File: config.mk
export PLATFORM = sky130hd
export DESIGN_NAME = gpio_mulpop
export DESIGN_NICKNAME = d
export VERILOG_FILES = /design/src/rtl/gpio_mulpop_pkg.sv /design/src/rtl/mulpop_core.sv /design/src/rtl/gpio_mulpop.sv
export SDC_FILE = /design/constraint.sdc
export NUM_CORES = 1
export LEC_CHECK = 0
export CAP_MARGIN = 10
export CORE_ASPECT_RATIO = 0.7
export CORE_MARGIN = 5
export CORE_UTILIZATION = 30
export DETAILED_ROUTE_END_ITERATION = 7
export PLACE_DENSITY = 0.51
export SYNTH_ARGS = -nofsm -noshare
export SYNTH_HDL_FRONTEND = slang
export SYNTH_HIERARCHICAL = 1
export SYNTH_SLANG_ARGS = --single-unit
File: constraint.sdc
create_clock -name clk -period 4.65 [get_ports clk]
set_input_delay 0.93 -clock clk [delete_from_list [all_inputs] [get_ports clk]]
set_output_delay 0.93 -clock clk [all_outputs]
set_load 0.02 [all_outputs]
File: src/rtl/gpio_mulpop_pkg.sv
// Shared constants for the GPIO multiply/popcount accelerator: register
// offsets, status bit positions and the core FSM encoding.
package gpio_mulpop_pkg;

  localparam logic [15:0] OFF_A1   = 16'h0000;
  localparam logic [15:0] OFF_A2   = 16'h0008;
  localparam logic [15:0] OFF_W    = 16'h0010;
  localparam logic [15:0] OFF_L    = 16'h0018;
  localparam logic [15:0] OFF_CTRL = 16'h0020;

  localparam int STAT_VALID_BIT = 0;
  localparam int STAT_READY_BIT = 1;
  localparam int STAT_BUSY_BIT  = 2;
  localparam int STAT_ERROR_BIT = 3;

  typedef enum logic [1:0] {
    S_IDLE,
    S_MULT,
    S_POP,
    S_DONE
  } state_t;

endpackage

File: src/rtl/mulpop_core.sv
// Sequential shift-add multiplier followed by a popcount of the truncated
// product. Operands are shadowed at start so the host may rewrite them.
module mulpop_core
  import gpio_mulpop_pkg::*;
#(
  parameter int OP_W  = 24,
  parameter int RES_W = 32,
  parameter int L_W   = 6
) (
  input  logic             clk,
  input  logic             n_reset,
  input  logic             start,
  input  logic [OP_W-1:0]  a1,
  input  logic [OP_W-1:0]  a2,
  output logic             busy,
  output logic             done,
  output logic [RES_W-1:0] w,
  output logic [L_W-1:0]   l,
  output logic             valid
);

  localparam int BC_W = $clog2(OP_W + 1);

  state_t              state;
  logic [2*OP_W-1:0]   mcand;
  logic [OP_W-1:0]     mplier;
  logic [2*OP_W-1:0]   acc;
  logic [BC_W-1:0]     bit_cnt;

  function automatic logic [L_W-1:0] popcount(input logic [RES_W-1:0] v);
    logic [L_W-1:0] n;
    n = '0;
    for (int i = 0; i < RES_W; i++) n = n + L_W'(v[i]);
    return n;
  endfunction

  // done is high for the single DONE cycle so the counter and busy drop together
  always_ff @(posedge clk or negedge n_reset) begin
    if (!n_reset) begin
      state   <= S_IDLE;
      mcand   <= '0;
      mplier  <= '0;
      acc     <= '0;
      bit_cnt <= '0;
      busy    <= 1'b0;
      done    <= 1'b0;
      w       <= '0;
      l       <= '0;
      valid   <= 1'b1;
    end else begin
      done <= 1'b0;
      case (state)
        S_IDLE: begin
          if (start) begin
            mcand   <= {{OP_W{1'b0}}, a1};
            mplier  <= a2;
            acc     <= '0;
            bit_cnt <= '0;
            busy    <= 1'b1;
            state   <= S_MULT;
          end
        end
        S_MULT: begin
          if (mplier[0]) acc <= acc + mcand;
          mcand   <= mcand << 1;
          mplier  <= mplier >> 1;
          bit_cnt <= bit_cnt + BC_W'(1);
          if (bit_cnt == BC_W'(OP_W - 1)) state <= S_POP;
        end
        S_POP: begin
          w     <= acc[RES_W-1:0];
          valid <= ((acc >> RES_W) == '0);
          l     <= popcount(acc[RES_W-1:0]);
          done  <= 1'b1;
          state <= S_DONE;
        end
        S_DONE: begin
          busy  <= 1'b0;
          state <= S_IDLE;
        end
        default: state <= S_IDLE;
      endcase
    end
  end

endmodule

File: src/rtl/gpio_mulpop.sv
// Bus front end for the multiply/popcount accelerator: strobe edge detection,
// register window decode, status/error, GPIO capture and completion counter.
module gpio_mulpop
  import gpio_mulpop_pkg::*;
#(
  parameter int          OP_W      = 24,
  parameter int          RES_W     = 32,
  parameter logic [15:0] BASE_ADDR = 16'h0380,
  parameter int          CNT_W     = 16
) (
  input  logic        clk,
  input  logic        n_reset,
  input  logic [15:0] saddress,
  input  logic        srd,
  input  logic        swr,
  input  logic [31:0] sdata_in,
  output logic [31:0] sdata_out,
  input  logic [31:0] gpio_in,
  input  logic        gpio_latch,
  output logic [31:0] gpio_out,
  output logic [31:0] gpio_in_s_insp
);

  localparam int L_W = $clog2(RES_W + 1);

  logic              swr_p1, swr_p2, srd_p1, srd_p2, lat_p1, lat_p2;
  logic [15:0]       addr_p1;
  logic [31:0]       wdata_p1, gpio_p1;
  logic              wr_fire, rd_fire, lat_fire, start_req;
  logic [OP_W-1:0]   a1_q, a2_q;
  logic              err_q;
  logic [CNT_W-1:0]  cnt_q;
  logic              core_busy, core_done, core_valid;
  logic [RES_W-1:0]  core_w;
  logic [L_W-1:0]    core_l;
  logic [31:0]       status, rdata;

  function automatic logic hit(input logic [15:0] a, input logic [15:0] off);
    return a == 16'(BASE_ADDR + off);
  endfunction

  // Stage p1: strobes and their bus qualifiers sampled together; p2 is the prior sample
  always_ff @(posedge clk or negedge n_reset) begin
    if (!n_reset) begin
      swr_p1   <= 1'b0;
      swr_p2   <= 1'b0;
      srd_p1   <= 1'b0;
      srd_p2   <= 1'b0;
      lat_p1   <= 1'b0;
      lat_p2   <= 1'b0;
      addr_p1  <= '0;
      wdata_p1 <= '0;
      gpio_p1  <= '0;
    end else begin
      swr_p1   <= swr;
      swr_p2   <= swr_p1;
      srd_p1   <= srd;
      srd_p2   <= srd_p1;
      lat_p1   <= gpio_latch;
      lat_p2   <= lat_p1;
      addr_p1  <= saddress;
      wdata_p1 <= sdata_in;
      gpio_p1  <= gpio_in;
    end
  end

  assign wr_fire   = swr_p1 & ~swr_p2;
  assign rd_fire   = srd_p1 & ~srd_p2;
  assign lat_fire  = lat_p1 & ~lat_p2;
  assign start_req = wr_fire & hit(addr_p1, OFF_CTRL);

  mulpop_core #(
    .OP_W  (OP_W),
    .RES_W (RES_W),
    .L_W   (L_W)
  ) u_core (
    .clk     (clk),
    .n_reset (n_reset),
    .start   (start_req),
    .a1      (a1_q),
    .a2      (a2_q),
    .busy    (core_busy),
    .done    (core_done),
    .w       (core_w),
    .l       (core_l),
    .valid   (core_valid)
  );

  always_comb begin
    status                 = '0;
    status[STAT_VALID_BIT] = core_valid;
    status[STAT_READY_BIT] = ~core_busy;
    status[STAT_BUSY_BIT]  = core_busy;
    status[STAT_ERROR_BIT] = err_q;
  end

  always_comb begin
    rdata = '0;
    if (hit(addr_p1, OFF_A1))        rdata = 32'(a1_q);
    else if (hit(addr_p1, OFF_A2))   rdata = 32'(a2_q);
    else if (hit(addr_p1, OFF_W))    rdata = 32'(core_w);
    else if (hit(addr_p1, OFF_L))    rdata = 32'(core_l);
    else if (hit(addr_p1, OFF_CTRL)) rdata = status;
  end

  // Stage p2: register file, error, counter and read data updated on fired accesses
  always_ff @(posedge clk or negedge n_reset) begin
    if (!n_reset) begin
      a1_q           <= '0;
      a2_q           <= '0;
      err_q          <= 1'b0;
      cnt_q          <= '0;
      sdata_out      <= '0;
      gpio_in_s_insp <= '0;
    end else begin
      if (wr_fire && hit(addr_p1, OFF_A1)) a1_q <= wdata_p1[OP_W-1:0];
      if (wr_fire && hit(addr_p1, OFF_A2)) a2_q <= wdata_p1[OP_W-1:0];
      // a start while busy wins over a same-cycle status-read clear
      if (start_req && core_busy)                  err_q <= 1'b1;
      else if (rd_fire && hit(addr_p1, OFF_CTRL))  err_q <= 1'b0;
      if (core_done) cnt_q <= cnt_q + CNT_W'(1);
      if (rd_fire)   sdata_out <= rdata;
      if (lat_fire)  gpio_in_s_insp <= gpio_p1;
    end
  end

  assign gpio_out = 32'(cnt_q);

endmodule
==> key figures, run 1 <==
STA
  – Final Hold Slack: 0.3468 ns
  – Final number of max-transition violations: 0
  – Fin crit share: 102.2%
  – Final Hold Violating Endpoints: 0
  – Total negative slack: -0.2409 ns
  – Setup repair after global routing missed its margin: yes
  – Clock period minus final worst setup slack: 4.753 ns
  – Final setup fails: 4
  – Max Freq: 210.4 MHz
  – Clock Skew: 0.02145 ns
  – Worst Setup Slack, final: -0.1025 ns
  – Remaining max-slew budget at the tightest pin: 32.20%
  – Actual slew at the worst max-slew pin: 1.017 ns

Critical path
  – Maximum fanout count along the critical path: 2
  – Setup crit end kind: flop
  – Top Family by Delay on Critical Path: adder cells
  – CP Data Required Time: 5.11 ns
  – Critical path launch point type: flop
  – Max stage delay on crit path: 0.55 ns
  – Class of the most critical setup path: reg -> reg
  – Cell repeated most along the worst path: sky130_fd_sc_hd__fa_1
  – Slowest cell on the critical path: sky130_fd_sc_hd__fa_1
  – Cells along the critical path: fa_1 > inv_2 > fa_2 > fa_1 > fa_1 > fa_1 > fa_1 > inv_2 > ha_4 > inv_2 > fa_2 > inv_1 > a21o_1 > a21oi_2 > xnor2_1 > mux2_2
  – Arr. time, crit path: 5.21 ns
  – Number of buffers and inverters on the critical path: 4

Global route
  – Vias in the first global route: 12,670
  – Pin count of the biggest net entering global routing: 109
  – Wire length of the first global-routing pass: 73,630 um
  – Most Used Layer, Global Route: met1
  – Met2 GRT Util: 19.74%
  – GRT Total Usage: 13.96%
  – Initial antenna violation count: 0
  – GRT met3 Usage: 3.067%
  – Met1 usage in global routing: 21.71%
  – Leftover overflow at the end of global routing: 0

Drt
  – Number of design rule violations left after detail routing: 0
  – Total via count in the routed design: 12,390
  – Pre-Repair DR Iteration Count: 5
  – Routed WL: 45,540 um
  – Post-DR wirelength/cell: 17.67 um
  – Iteration-0 DRC count of the detailed router: 806
  – Vias per cell: 4.806
  – Routed Antenna Nets: 0

CTS
  – CTS tree: done
  – Clock sink total: 375
  – Library cell used as clock root buffer: sky130_fd_sc_hd__clkbuf_16
  – Level count of the clock H-tree: 2
  – Buffer depth of the longest clock path: 3
  – Cts bufs inserted: 42
  – Skew-Pair Late Insertion Delay: 0.58 ns
  – CTS clk-pin slew, worst paths: 0.06 ns
  – Hold bufs inserted after CTS: 0

Pwr
  – Pwr dens: 374.0 nW/um^2
  – Worst vdd ir: 0.3125 mV
  – Cell leakage power: 0.009910 uW

Synth
  – Post-synthesis cell area: 18,000 um^2
  – Asr flop ratio synth: 100.0%
  – Number of synthesized register bits: 375
  – Warnings from Yosys: 6
  – Post-synth EDFFs: 0
  – Gate count of the mapped netlist: 1,581
  – Number of distinct library cell variants in the gate-level netlist after synthesis: 79
  – Top_reg_cell synth: sky130_fd_sc_hd__dfrtp_1
  – Post-Syn Area per Cell: 11.39 um^2
  – Sequential fraction of the synthesis area: 52.13%

Cells and area
  – Core utilization of the finished layout: 36.91%
  – Diodes inserted: 0
  – Final-stage net count: 1,911
  – Fraction of final layout cells with drive strength greater than 1: 16.21%
  – Final instance area: 22,030 um^2
  – Number of cells in the finished layout apart from fillers: 2,578
  – Post-synthesis to final-layout area growth: 22.37%

Place
  – GP Congestion: 0.8883
  – Cell area after placement: 20,510 um^2
  – Number of port buffers: 156
  – DPL Wire Length: 32,340 um
  – Post-placement cell count: 2,500

Min path
  – Path class of the lowest-slack min-delay path: in -> async

Floorplanning
  – Core Box Area: 59,680 um^2
  – Initial Util: 30.17%
  – Placement row count: 75
  – DIE AREA: 65,090 um^2
  – Number of top-level design ports: 181
  – Chip Width: 302.8 um
  – Height of the die: 215.0 um

Run
  – Maximum Capacitance Violations: 0

Outcome
  – Status: finished with violations
  – Violated checks: negative setup slack
logic make-up (layout without fill, tap and decap cells):
group           after synthesis  in the layout  share of synthesized area (%)
flops                       375            375                          52.13
buf+inv                     168            342                          4.086
simple gates                340            340                          9.014
fa+ha+maj                    85             85                          6.950
other cells                   1             16                        0.02083
xor+xnor                     59             59                          2.870
mux                         187            187                          11.90
compound gates              366            366                          13.03
flip-flops by register name (all words and copies together), names as in the netlist, 2 cells and up:
name            flops
a1_q               24
a2_q               24
addr_p1            16
cnt_q              16
gpio_in_s_insp     32
gpio_p1            32
sdata_out          32
u_core/acc         48
u_core/bit_cnt      5
u_core/l            6
u_core/mcand       48
u_core/mplier      24
u_core/state        2
u_core/w           32
wdata_p1           24
cells in the mapped netlist, types with 24 or more instances:
master | instances | share of area [%]
sky130_fd_sc_hd__xor2_1 | 25 | 1.2
sky130_fd_sc_hd__dfrtp_1 | 374 | 52
sky130_fd_sc_hd__clkbuf_1 | 59 | 1.2
sky130_fd_sc_hd__a21o_1 | 29 | 1.2
sky130_fd_sc_hd__o21ai_0 | 146 | 4.1
sky130_fd_sc_hd__a22o_1 | 32 | 1.6
sky130_fd_sc_hd__fa_1 | 25 | 2.8
sky130_fd_sc_hd__nand4_1 | 28 | 0.97
sky130_fd_sc_hd__a21oi_1 | 65 | 1.8
sky130_fd_sc_hd__xnor2_1 | 34 | 1.7
sky130_fd_sc_hd__mux2_2 | 116 | 7.3
sky130_fd_sc_hd__ha_1 | 60 | 4.2
sky130_fd_sc_hd__nand3_1 | 24 | 0.67
sky130_fd_sc_hd__inv_1 | 72 | 1.5
sky130_fd_sc_hd__nand2_1 | 164 | 3.4
sky130_fd_sc_hd__mux2i_1 | 49 | 2.7
sky130_fd_sc_hd__nor2_1 | 48 | 1.0
where the power goes:
part           total [uW]  switching (uW)  internal (uW)
Sequential           3510             104           3400
Combinational        1280             804            481
Clock                3450            1390           2060
worst reg2reg max path, stage by stage, from the launching register on:
cell and delay, ns:
sky130_fd_sc_hd__dfrtp_1 0.40, sky130_fd_sc_hd__fa_1 0.55, sky130_fd_sc_hd__inv_2 0.04, sky130_fd_sc_hd__fa_2 0.54, sky130_fd_sc_hd__fa_1 0.46, sky130_fd_sc_hd__fa_1 0.49
sky130_fd_sc_hd__fa_1 0.53, sky130_fd_sc_hd__fa_1 0.43, sky130_fd_sc_hd__inv_2 0.08, sky130_fd_sc_hd__ha_4 0.13, sky130_fd_sc_hd__inv_2 0.04, sky130_fd_sc_hd__fa_2 0.33
sky130_fd_sc_hd__inv_1 0.08, sky130_fd_sc_hd__a21o_1 0.12, sky130_fd_sc_hd__a21oi_2 0.06, sky130_fd_sc_hd__xnor2_1 0.12, sky130_fd_sc_hd__mux2_2 0.25
worst paths after layout:
check | from | endpoint | slack (ns) | cells past startpoint
worst max register to register | u_core/acc[21] | u_core/l[4] | -0.10 | 16
worst max-delay path | u_core/acc[21] | u_core/l[4] | -0.10 | 16
min in group clk | lat_p1 | lat_p2 | 0.37 | 0
worst min register to register | lat_p1 | lat_p2 | 0.37 | 0
max in group asynchronous | n_reset | u_core/acc[28] | 3.18 | 2
worst min-delay path | n_reset | sdata_out[16] | 0.35 | 1
area by class of cell:
cell class / count / area, um^2
clock buffers: 61 / 1222
clock inverters: 12 / 209.0
fillers: 5881 / 37650
inverters: 72 / 270.3
multi-input cells: 1053 / 8001
flip-flops and latches: 375 / 9385
well taps: 808 / 1011
repair buffers: 197 / 1932
cell usage in the layout (no fill, tap or decap), drive strengths merged, types with 5 or more instances in the layout:
| master | instances |
|---|---|
| a211oi | 6 |
| a21o | 29 |
| a21oi | 67 |
| a221o | 6 |
| a22o | 32 |
| a22oi | 20 |
| a31oi | 5 |
| and2 | 5 |
| and3 | 11 |
| buf | 42 |
| clkbuf | 61 |
| clkdlybuf4s50 | 155 |
| conb | 16 |
| dfrtp | 374 |
| fa | 25 |
| ha | 60 |
| inv | 74 |
| mux2 | 136 |
| mux2i | 49 |
| nand2 | 166 |
| nand2b | 7 |
| nand3 | 24 |
| nand4 | 29 |
| nor2 | 49 |
| nor2b | 5 |
| nor3 | 17 |
| nor4 | 10 |
| o211ai | 8 |
| o21ai | 148 |
| o21bai | 8 |
| or3 | 5 |
| xnor2 | 34 |
| xor2 | 25 |
through the flow:
stage / total power, uW / worst slack [ns]
2_1_floorplan: 4338 / 0.01011
3_3_place_gp: 4851 / -0.1194
3_5_place_dp: 4872 / -0.1675
4_1_cts: 8393 / -0.08782
5_1_grt: 8638 / -0.2871
6_report: 8239 / -0.1025
per-layer routing:
| layer | routed length, um | vias up |
|---|---|---|
| met5 | 0 | - |
| met4 | 819 | 0 |
| met3 | 2611 | 60 |
| met2 | 19020 | 284 |
| met1 | 23090 | 6164 |
| li1 | - | 5881 |
what timing repair did:
| action | CTS | global route |
|---|---|---|
| pin swaps | 7 | 10 |
| buffers inserted | 3 | 3 |
| endpoints found under the setup margin | 4 | 4 |
| gates resized for setup | 6 | 12 |
Power figures use the tool's default switching activity.
==> inputs of run 2 (changes only) <==
--- a/config.mk
+++ b/config.mk
@@ -15,3 +15,4 @@
 export SYNTH_HDL_FRONTEND = slang
 export SYNTH_HIERARCHICAL = 1
 export SYNTH_SLANG_ARGS = --single-unit
+export TNS_END_PERCENT = 10
==> key figures, run 2 (synthesis gave the netlist of run 1 again) <==
Drt
  – Routed WL: 45,440 um (was 45,540 um)
  – Routed Antenna Nets: 0 (unchanged)
  – Post-DR wirelength/cell: 17.65 um (was 17.67 um)
  – Iteration-0 DRC count of the detailed router: 787 (was 806)
  – Vias per cell: 4.794 (was 4.806)
  – Number of design rule violations left after detail routing: 0 (unchanged)
  – Pre-Repair DR Iteration Count: 5 (unchanged)
  – Total via count in the routed design: 12,340 (was 12,390)

Floorplanning
  – Chip Width: 302.8 um (unchanged)
  – Placement row count: 75 (unchanged)
  – DIE AREA: 65,090 um^2 (unchanged)
  – Number of top-level design ports: 181 (unchanged)
  – Core Box Area: 59,680 um^2 (unchanged)
  – Height of the die: 215.0 um (unchanged)
  – Initial Util: 30.17% (unchanged)

Critical path
  – CP Data Required Time: 5.11 ns (about the same)
  – Arr. time, crit path: 5.17 ns (was 5.21 ns)
  – Maximum fanout count along the critical path: 2 (unchanged)
  – Critical path launch point type: flop (unchanged)
  – Class of the most critical setup path: reg -> reg (unchanged)
  – Setup crit end kind: flop (unchanged)

Cells and area
  – Top library cells by usage in the layout, fill and taps aside: sky130_fd_sc_hd__dfrtp_1, sky130_fd_sc_hd__nand2_1, sky130_fd_sc_hd__clkdlybuf4s50_1 (unchanged)
  – Core utilization of the finished layout: 36.81% (was 36.91%)
  – Fraction of final layout cells with drive strength greater than 1: 15.69% (was 16.21%)
  – Final instance area: 21,970 um^2 (was 22,030 um^2)
  – Largest registers ranked by flip-flop count: u_core/acc x48, u_core/mcand x48 (unchanged)
  – Most frequent standard cell in the layout excluding fill and tap cells: sky130_fd_sc_hd__dfrtp_1 (unchanged)
  – Area of the multi-input gates: 7979 um^2 (was 8001 um^2)
  – Final-stage net count: 1,907 (was 1,911)
  – Diodes inserted: 0 (unchanged)
  – Filler cell count in the final layout: 5,890 (was 5,881)
  – Post-synthesis to final-layout area growth: 22.04% (was 22.37%)
  – Total area of sequential cells: 9385 um^2 (unchanged)

STA
  – Max Freq: 212.4 MHz (was 210.4 MHz)
  – Total negative slack: -0.06656 ns (was -0.2409 ns)
  – Final number of max-transition violations: 0 (unchanged)
  – Fin crit share: 101.3% (was 102.2%)
  – Actual slew at the worst max-slew pin: 1.019 ns (was 1.017 ns)
  – Final setup fails: 3 (was 4)
  – Final Hold Violating Endpoints: 0 (unchanged)
  – Clock period minus final worst setup slack: 4.709 ns (was 4.753 ns)
  – Setup repair after global routing missed its margin: yes (unchanged)
  – Clock Skew: 0.02223 ns (was 0.02145 ns)
  – Worst Setup Slack, final: -0.05877 ns (was -0.1025 ns)
  – Final Hold Slack: 0.3449 ns (was 0.3468 ns)
  – Remaining max-slew budget at the tightest pin: 32.07% (was 32.20%)

CTS
  – Clock sink total: 375 (unchanged)
  – Skew-Pair Late Insertion Delay: 0.58 ns (about the same)
  – CTS clk-pin slew, worst paths: 0.06 ns (about the same)
  – Level count of the clock H-tree: 2 (unchanged)
  – CTS tree: done (unchanged)
  – Buffer depth of the longest clock path: 3 (unchanged)
  – Library cell used as clock root buffer: sky130_fd_sc_hd__clkbuf_16 (unchanged)
  – Hold bufs inserted after CTS: 0 (unchanged)
  – Cts bufs inserted: 42 (unchanged)

Global route
  – Initial antenna violation count: 0 (unchanged)
  – Wire length of the first global-routing pass: 73,600 um (was 73,630 um)
  – Leftover overflow at the end of global routing: 0 (unchanged)
  – Pin count of the biggest net entering global routing: 109 (unchanged)
  – GRT Total Usage: 13.95% (was 13.96%)
  – Vias in the first global route: 12,660 (was 12,670)

Place
  – Number of port buffers: 156 (unchanged)
  – Cell area after placement: 20,510 um^2 (unchanged)
  – GP Congestion: 0.8883 (unchanged)
  – DPL Wire Length: 32,340 um (unchanged)

Run
  – Maximum Capacitance Violations: 0 (unchanged)

Pwr
  – Switching power summed over all nets: 2299 uW (was 2298 uW)
  – Sequential group share of total power: 42.6% (about the same)
  – Clock power frac: 41.9% (about the same)
  – Cell leakage power: 0.009889 uW (was 0.009910 uW)
  – Pwr dens: 375.0 nW/um^2 (was 374.0 nW/um^2)
  – Sw Ratio: 27.90% (was 27.89%)
  – Fraction of power consumed by combinational cells: 15.6% (about the same)
  – Worst vdd ir: 0.3112 mV (was 0.3125 mV)
  – Design internal power: 5941 uW (about the same)

Min path
  – Path class of the lowest-slack min-delay path: in -> async (unchanged)

Outcome
  – Violated checks: negative setup slack (unchanged)
  – Status: finished with violations (unchanged)
run 2: cell types whose count changed in the layout (fill, tap and decap cells not counted), moves of 2 or more:
cell / change
sky130_fd_sc_hd__buf_4: -2
sky130_fd_sc_hd__buf_6: -2
sky130_fd_sc_hd__fa_1: +2
sky130_fd_sc_hd__fa_2: -2
sky130_fd_sc_hd__inv_1: +3
sky130_fd_sc_hd__inv_2: -3
run 2: repair_timing:
item / 4_1_cts / 5_1_grt
pin swaps: 6 / 3
setup endpoints to repair: 4 / 4
resized for setup: 6 / 2
buffers inserted: 1 / 0
run 2: cell type report:
class	instances	share of cell area [%]
inverter	72	1.230
clock buffer	61	5.564
timing repair buffer	193	8.622
multi-input combinational	1053	36.32
tap	808	4.601
clock inverter	12	0.9510
sequential	375	42.72
run 2: worst paths after layout:
kind                           startpoint             end  slack, ns  cells past startpoint
max in group asynchronous         n_reset  u_core/acc[28]       3.19                      2
min in group clk                   lat_p1          lat_p2       0.37                      0
max reg2reg                u_core/acc[21]     u_core/l[4]      -0.06                     16
max                        u_core/acc[21]     u_core/l[4]      -0.06                     16
min                               n_reset   sdata_out[16]       0.34                      1
min reg2reg                        lat_p1          lat_p2       0.37                      0
run 2: per-stage QoR:
| step | instances | power [uW] | setup WS, ns |
|---|---|---|---|
| finish | 2574 | 8240 | -0.05877 |
| global route | 2574 | 8637 | -0.2219 |
| CTS | 2574 | 8393 | -0.1034 |
| detailed placement | 2500 | 4872 | -0.1675 |
| global placement | 2500 | 4851 | -0.1194 |
| floorplan | 1596 | 4338 | 0.01011 |
run 2: power groups by stage:
stage               registers [uW]  logic [uW]  clock network, uW
finish                        3510        1280               3450
global placement              3560        1290                  0
global route                  3530        1390               3720
detailed placement            3570        1300                  0
floorplan                     3620         713                  0
CTS                           3510        1310               3580
run 2: worst max-delay path: stages (launching register included):
cell and delay (ns):
sky130_fd_sc_hd__dfrtp_1 0.40, sky130_fd_sc_hd__fa_1 0.53, sky130_fd_sc_hd__inv_1 0.05, sky130_fd_sc_hd__fa_1 0.45, sky130_fd_sc_hd__fa_1 0.55, sky130_fd_sc_hd__fa_1 0.44
sky130_fd_sc_hd__fa_1 0.53, sky130_fd_sc_hd__fa_1 0.42, sky130_fd_sc_hd__inv_1 0.07, sky130_fd_sc_hd__ha_2 0.18, sky130_fd_sc_hd__inv_2 0.04, sky130_fd_sc_hd__fa_2 0.33
sky130_fd_sc_hd__inv_1 0.07, sky130_fd_sc_hd__a21o_1 0.12, sky130_fd_sc_hd__a21oi_2 0.06, sky130_fd_sc_hd__xnor2_1 0.12, sky130_fd_sc_hd__mux2_2 0.25
run 2: layer usage:
metal	vias up	part of all wire (%)	global-route usage, %	wire (um)
met5	-	0	0	0
met4	0	1.8	3.128	832
met3	62	5.4	3.067	2449
met2	282	42	19.72	18860
met1	6117	51	21.71	23300
li1	5878	-	-	-
==> inputs of run 3 (changes only) <==
--- a/config.mk
+++ b/config.mk
@@ -6,11 +6,13 @@
 export NUM_CORES = 1
 export LEC_CHECK = 0
 export CAP_MARGIN = 10
+export CELL_PAD_IN_SITES_DETAIL_PLACEMENT = 1
+export CELL_PAD_IN_SITES_GLOBAL_PLACEMENT = 2
 export CORE_ASPECT_RATIO = 0.7
 export CORE_MARGIN = 5
 export CORE_UTILIZATION = 30
 export DETAILED_ROUTE_END_ITERATION = 7
-export PLACE_DENSITY = 0.51
+export PLACE_DENSITY = 0.7
 export SYNTH_ARGS = -nofsm -noshare
 export SYNTH_HDL_FRONTEND = slang
 export SYNTH_HIERARCHICAL = 1
==> key figures, run 3 (synthesis gave the netlist of run 1 again) <==
Floorplanning
  – Core Box Area: 59,680 um^2 (unchanged)
  – Height of the die: 215.0 um (unchanged)
  – Chip Width: 302.8 um (unchanged)
  – DIE AREA: 65,090 um^2 (unchanged)
  – Placement row count: 75 (unchanged)
  – Number of top-level design ports: 181 (unchanged)
  – Initial Util: 30.17% (unchanged)

Critical path
  – Maximum fanout count along the critical path: 2 (unchanged)
  – Critical path launch point type: flop (unchanged)
  – Setup crit end kind: flop (unchanged)
  – Worst setup path endpoint: u_core/l[4] (unchanged)
  – CP Data Required Time: 5.10 ns (was 5.11 ns)
  – Worst Reg-to-Reg Cells: 16 (unchanged)
  – Arr. time, crit path: 5.14 ns (was 5.17 ns)
  – R2R Path Start: u_core/acc[3] (was u_core/acc[21])
  – Class of the most critical setup path: reg -> reg (unchanged)
  – Origin of the worst setup path: u_core/acc[3] (was u_core/acc[21])
  – FF-to-FF End: u_core/l[4] (unchanged)
  – R2R Setup Slk: -0.03 ns (was -0.06 ns)

Global route
  – Wire length of the first global-routing pass: 80,560 um (was 73,600 um)
  – Vias in the first global route: 13,600 (was 12,660)
  – Pin count of the biggest net entering global routing: 107 (was 109)
  – Initial antenna violation count: 1 (was 0)
  – Leftover overflow at the end of global routing: 0 (unchanged)
  – GRT Total Usage: 15.36% (was 13.95%)

Pwr
  – Worst vdd ir: 0.2299 mV (was 0.3112 mV)
  – Design internal power: 5875 uW (was 5941 uW)
  – Sw Ratio: 28.53% (was 27.90%)
  – Clock power frac: 41.3% (was 41.9%)
  – Switching power summed over all nets: 2345 uW (was 2299 uW)
  – Cell leakage power: 0.009897 uW (was 0.009889 uW)
  – Pwr dens: 374.1 nW/um^2 (was 375.0 nW/um^2)
  – Sequential group share of total power: 42.7% (was 42.6%)
  – Fraction of power consumed by combinational cells: 16.0% (was 15.6%)

Min path
  – Path class of the lowest-slack min-delay path: reg -> reg (was in -> async)
  – Cells on Worst Hold Path: 0

Outcome
  – Status: finished with violations (unchanged)
  – Violated checks: negative setup slack (unchanged)

STA
  – Final Hold Violating Endpoints: 0 (unchanged)
  – Final setup fails: 1 (was 3)
  – Max Freq: 213.5 MHz (was 212.4 MHz)
  – Clock Skew: 0.01541 ns (was 0.02223 ns)
  – Setup repair after global routing missed its margin: yes (unchanged)
  – Final number of max-transition violations: 0 (unchanged)
  – Clock period minus final worst setup slack: 4.683 ns (was 4.709 ns)
  – Remaining max-slew budget at the tightest pin: 29.08% (was 32.07%)
  – Fin crit share: 100.7% (was 101.3%)
  – Worst Setup Slack, final: -0.03319 ns (was -0.05877 ns)
  – Actual slew at the worst max-slew pin: 1.060 ns (was 1.019 ns)
  – Final Hold Slack: 0.3703 ns (was 0.3449 ns)

Run
  – Maximum Capacitance Violations: 0 (unchanged)

Place
  – Cell area after placement: 20,530 um^2 (was 20,510 um^2)
  – GP Congestion: 0.8413 (was 0.8883)
  – DPL Wire Length: 36,580 um (was 32,340 um)
  – Number of port buffers: 156 (unchanged)

CTS
  – Level count of the clock H-tree: 2 (unchanged)
  – Clock sink total: 375 (unchanged)
  – Buffer depth of the longest clock path: 3 (unchanged)
  – Skew-Pair Late Insertion Delay: 0.56 ns (was 0.58 ns)
  – Cts bufs inserted: 41 (was 42)
  – Library cell used as clock root buffer: sky130_fd_sc_hd__clkbuf_16 (unchanged)
  – CTS clk-pin slew, worst paths: 0.06 ns (about the same)
  – Hold bufs inserted after CTS: 0 (unchanged)
  – CTS tree: done (unchanged)

Cells and area
  – Top library cells by usage in the layout, fill and taps aside: sky130_fd_sc_hd__dfrtp_1, sky130_fd_sc_hd__nand2_1, sky130_fd_sc_hd__clkdlybuf4s50_1 (unchanged)
  – Post-synthesis to final-layout area growth: 22.04% (unchanged)
  – Largest registers ranked by flip-flop count: u_core/acc x48, u_core/mcand x48 (unchanged)
  – Final-stage net count: 1,910 (was 1,907)
  – Final instance area: 21,970 um^2 (unchanged)
  – Fraction of final layout cells with drive strength greater than 1: 16.19% (was 15.69%)
  – Diodes inserted: 0 (unchanged)
  – Most frequent standard cell in the layout excluding fill and tap cells: sky130_fd_sc_hd__dfrtp_1 (unchanged)

Drt
  – Vias per cell: 4.916 (was 4.794)
  – Iteration-0 DRC count of the detailed router: 613 (was 787)
  – Pre-Repair DR Iteration Count: 5 (unchanged)
  – Number of design rule violations left after detail routing: 0 (unchanged)
  – Routed Antenna Nets: 0 (unchanged)
  – Routed WL: 50,020 um (was 45,440 um)
  – Post-DR wirelength/cell: 19.38 um (was 17.65 um)
  – Total via count in the routed design: 12,690 (was 12,340)
==> run 3: cell types whose count changed in the layout (fill, tap and decap cells not counted), moves of 2 or more <==
| cell | change |
|---|---|
| sky130_fd_sc_hd__buf_4 | +5 |
| sky130_fd_sc_hd__clkinv_2 | +4 |
| sky130_fd_sc_hd__clkbuf_1 | -2 |
| sky130_fd_sc_hd__clkinv_4 | +2 |
| sky130_fd_sc_hd__clkinvlp_4 | +2 |
==> run 3: layout make-up <==
type,instances,area (um^2)
Timing Repair Buffer,197,1912
Sequential cell,375,9385
Fill cell,6547,37710
Clock inverter,18,209.0
Inverter,72,270.3
Multi-Input combinational cell,1053,7983
Clock buffer,58,1201
Tap cell,808,1011
==> run 3: power groups by stage <==
stage | clock [uW] | sequential [uW] | combinational [uW]
floorplan | 0 | 3620 | 713
global placement | 0 | 3560 | 1300
detailed placement | 0 | 3570 | 1330
CTS | 3500 | 3510 | 1330
global route | 3650 | 3530 | 1420
finish | 3390 | 3510 | 1320
==> run 3: critical path, stage by stage, from the launching register on <==
cell                      delay, ns
sky130_fd_sc_hd__dfrtp_1       0.39
sky130_fd_sc_hd__inv_1         0.08
sky130_fd_sc_hd__fa_1          0.45
sky130_fd_sc_hd__fa_1          0.55
sky130_fd_sc_hd__fa_1          0.44
sky130_fd_sc_hd__fa_1          0.49
sky130_fd_sc_hd__fa_1          0.51
sky130_fd_sc_hd__fa_1          0.41
sky130_fd_sc_hd__inv_1         0.08
sky130_fd_sc_hd__ha_2          0.18
sky130_fd_sc_hd__inv_2         0.04
sky130_fd_sc_hd__fa_2          0.33
sky130_fd_sc_hd__inv_1         0.06
sky130_fd_sc_hd__a21o_1        0.10
sky130_fd_sc_hd__a21oi_1       0.07
sky130_fd_sc_hd__xnor2_1       0.13
sky130_fd_sc_hd__mux2_2        0.26
==> run 3: metrics by stage <==
step / total power, uW / setup WS, ns / std cells / setup TNS (ns) / utilization (%)
floorplan: 4338 / 0.01011 / 1596 / 0 / -
global placement: 4861 / -0.1005 / 2503 / -0.2471 / 34.40
detailed placement: 4902 / -0.1803 / 2503 / -0.5015 / 34.40
CTS: 8351 / -0.09316 / 2580 / -0.1567 / 36.79
global route: 8604 / -0.2358 / 2581 / -0.6891 / 36.81
finish: 8220 / -0.03319 / 2581 / -0.03319 / 36.81
==> run 3: worst min-delay path by stage <==
stage | from | to | slack [ns]
after global placement | swr_p1 | swr_p2 | 0.36
after CTS | swr_p1 | swr_p2 | 0.38
final | swr_p1 | swr_p2 | 0.37
after floorplan | lat_p1 | lat_p2 | 0.35
after global routing | swr_p1 | swr_p2 | 0.38
after detailed placement | swr_p1 | swr_p2 | 0.37
==> run 3: repair_timing <==
item / CTS / global route
setup endpoints to repair: 4 / 4
buffers inserted: 1 / 1
gates resized for setup: 4 / 4
pin swaps: 6 / 8
==> run 3: layer usage <==
| layer | vias to the layer above | global-route usage (%) | part of all wire, % |
|---|---|---|---|
| met1 | 6563 | 24.08 | 52 |
| met2 | 195 | 22.71 | 43 |
| met4 | 0 | 2.392 | 1.1 |
| li1 | 5884 | - | - |
| met3 | 45 | 2.441 | 3.7 |
| met5 | - | 0 | 0 |
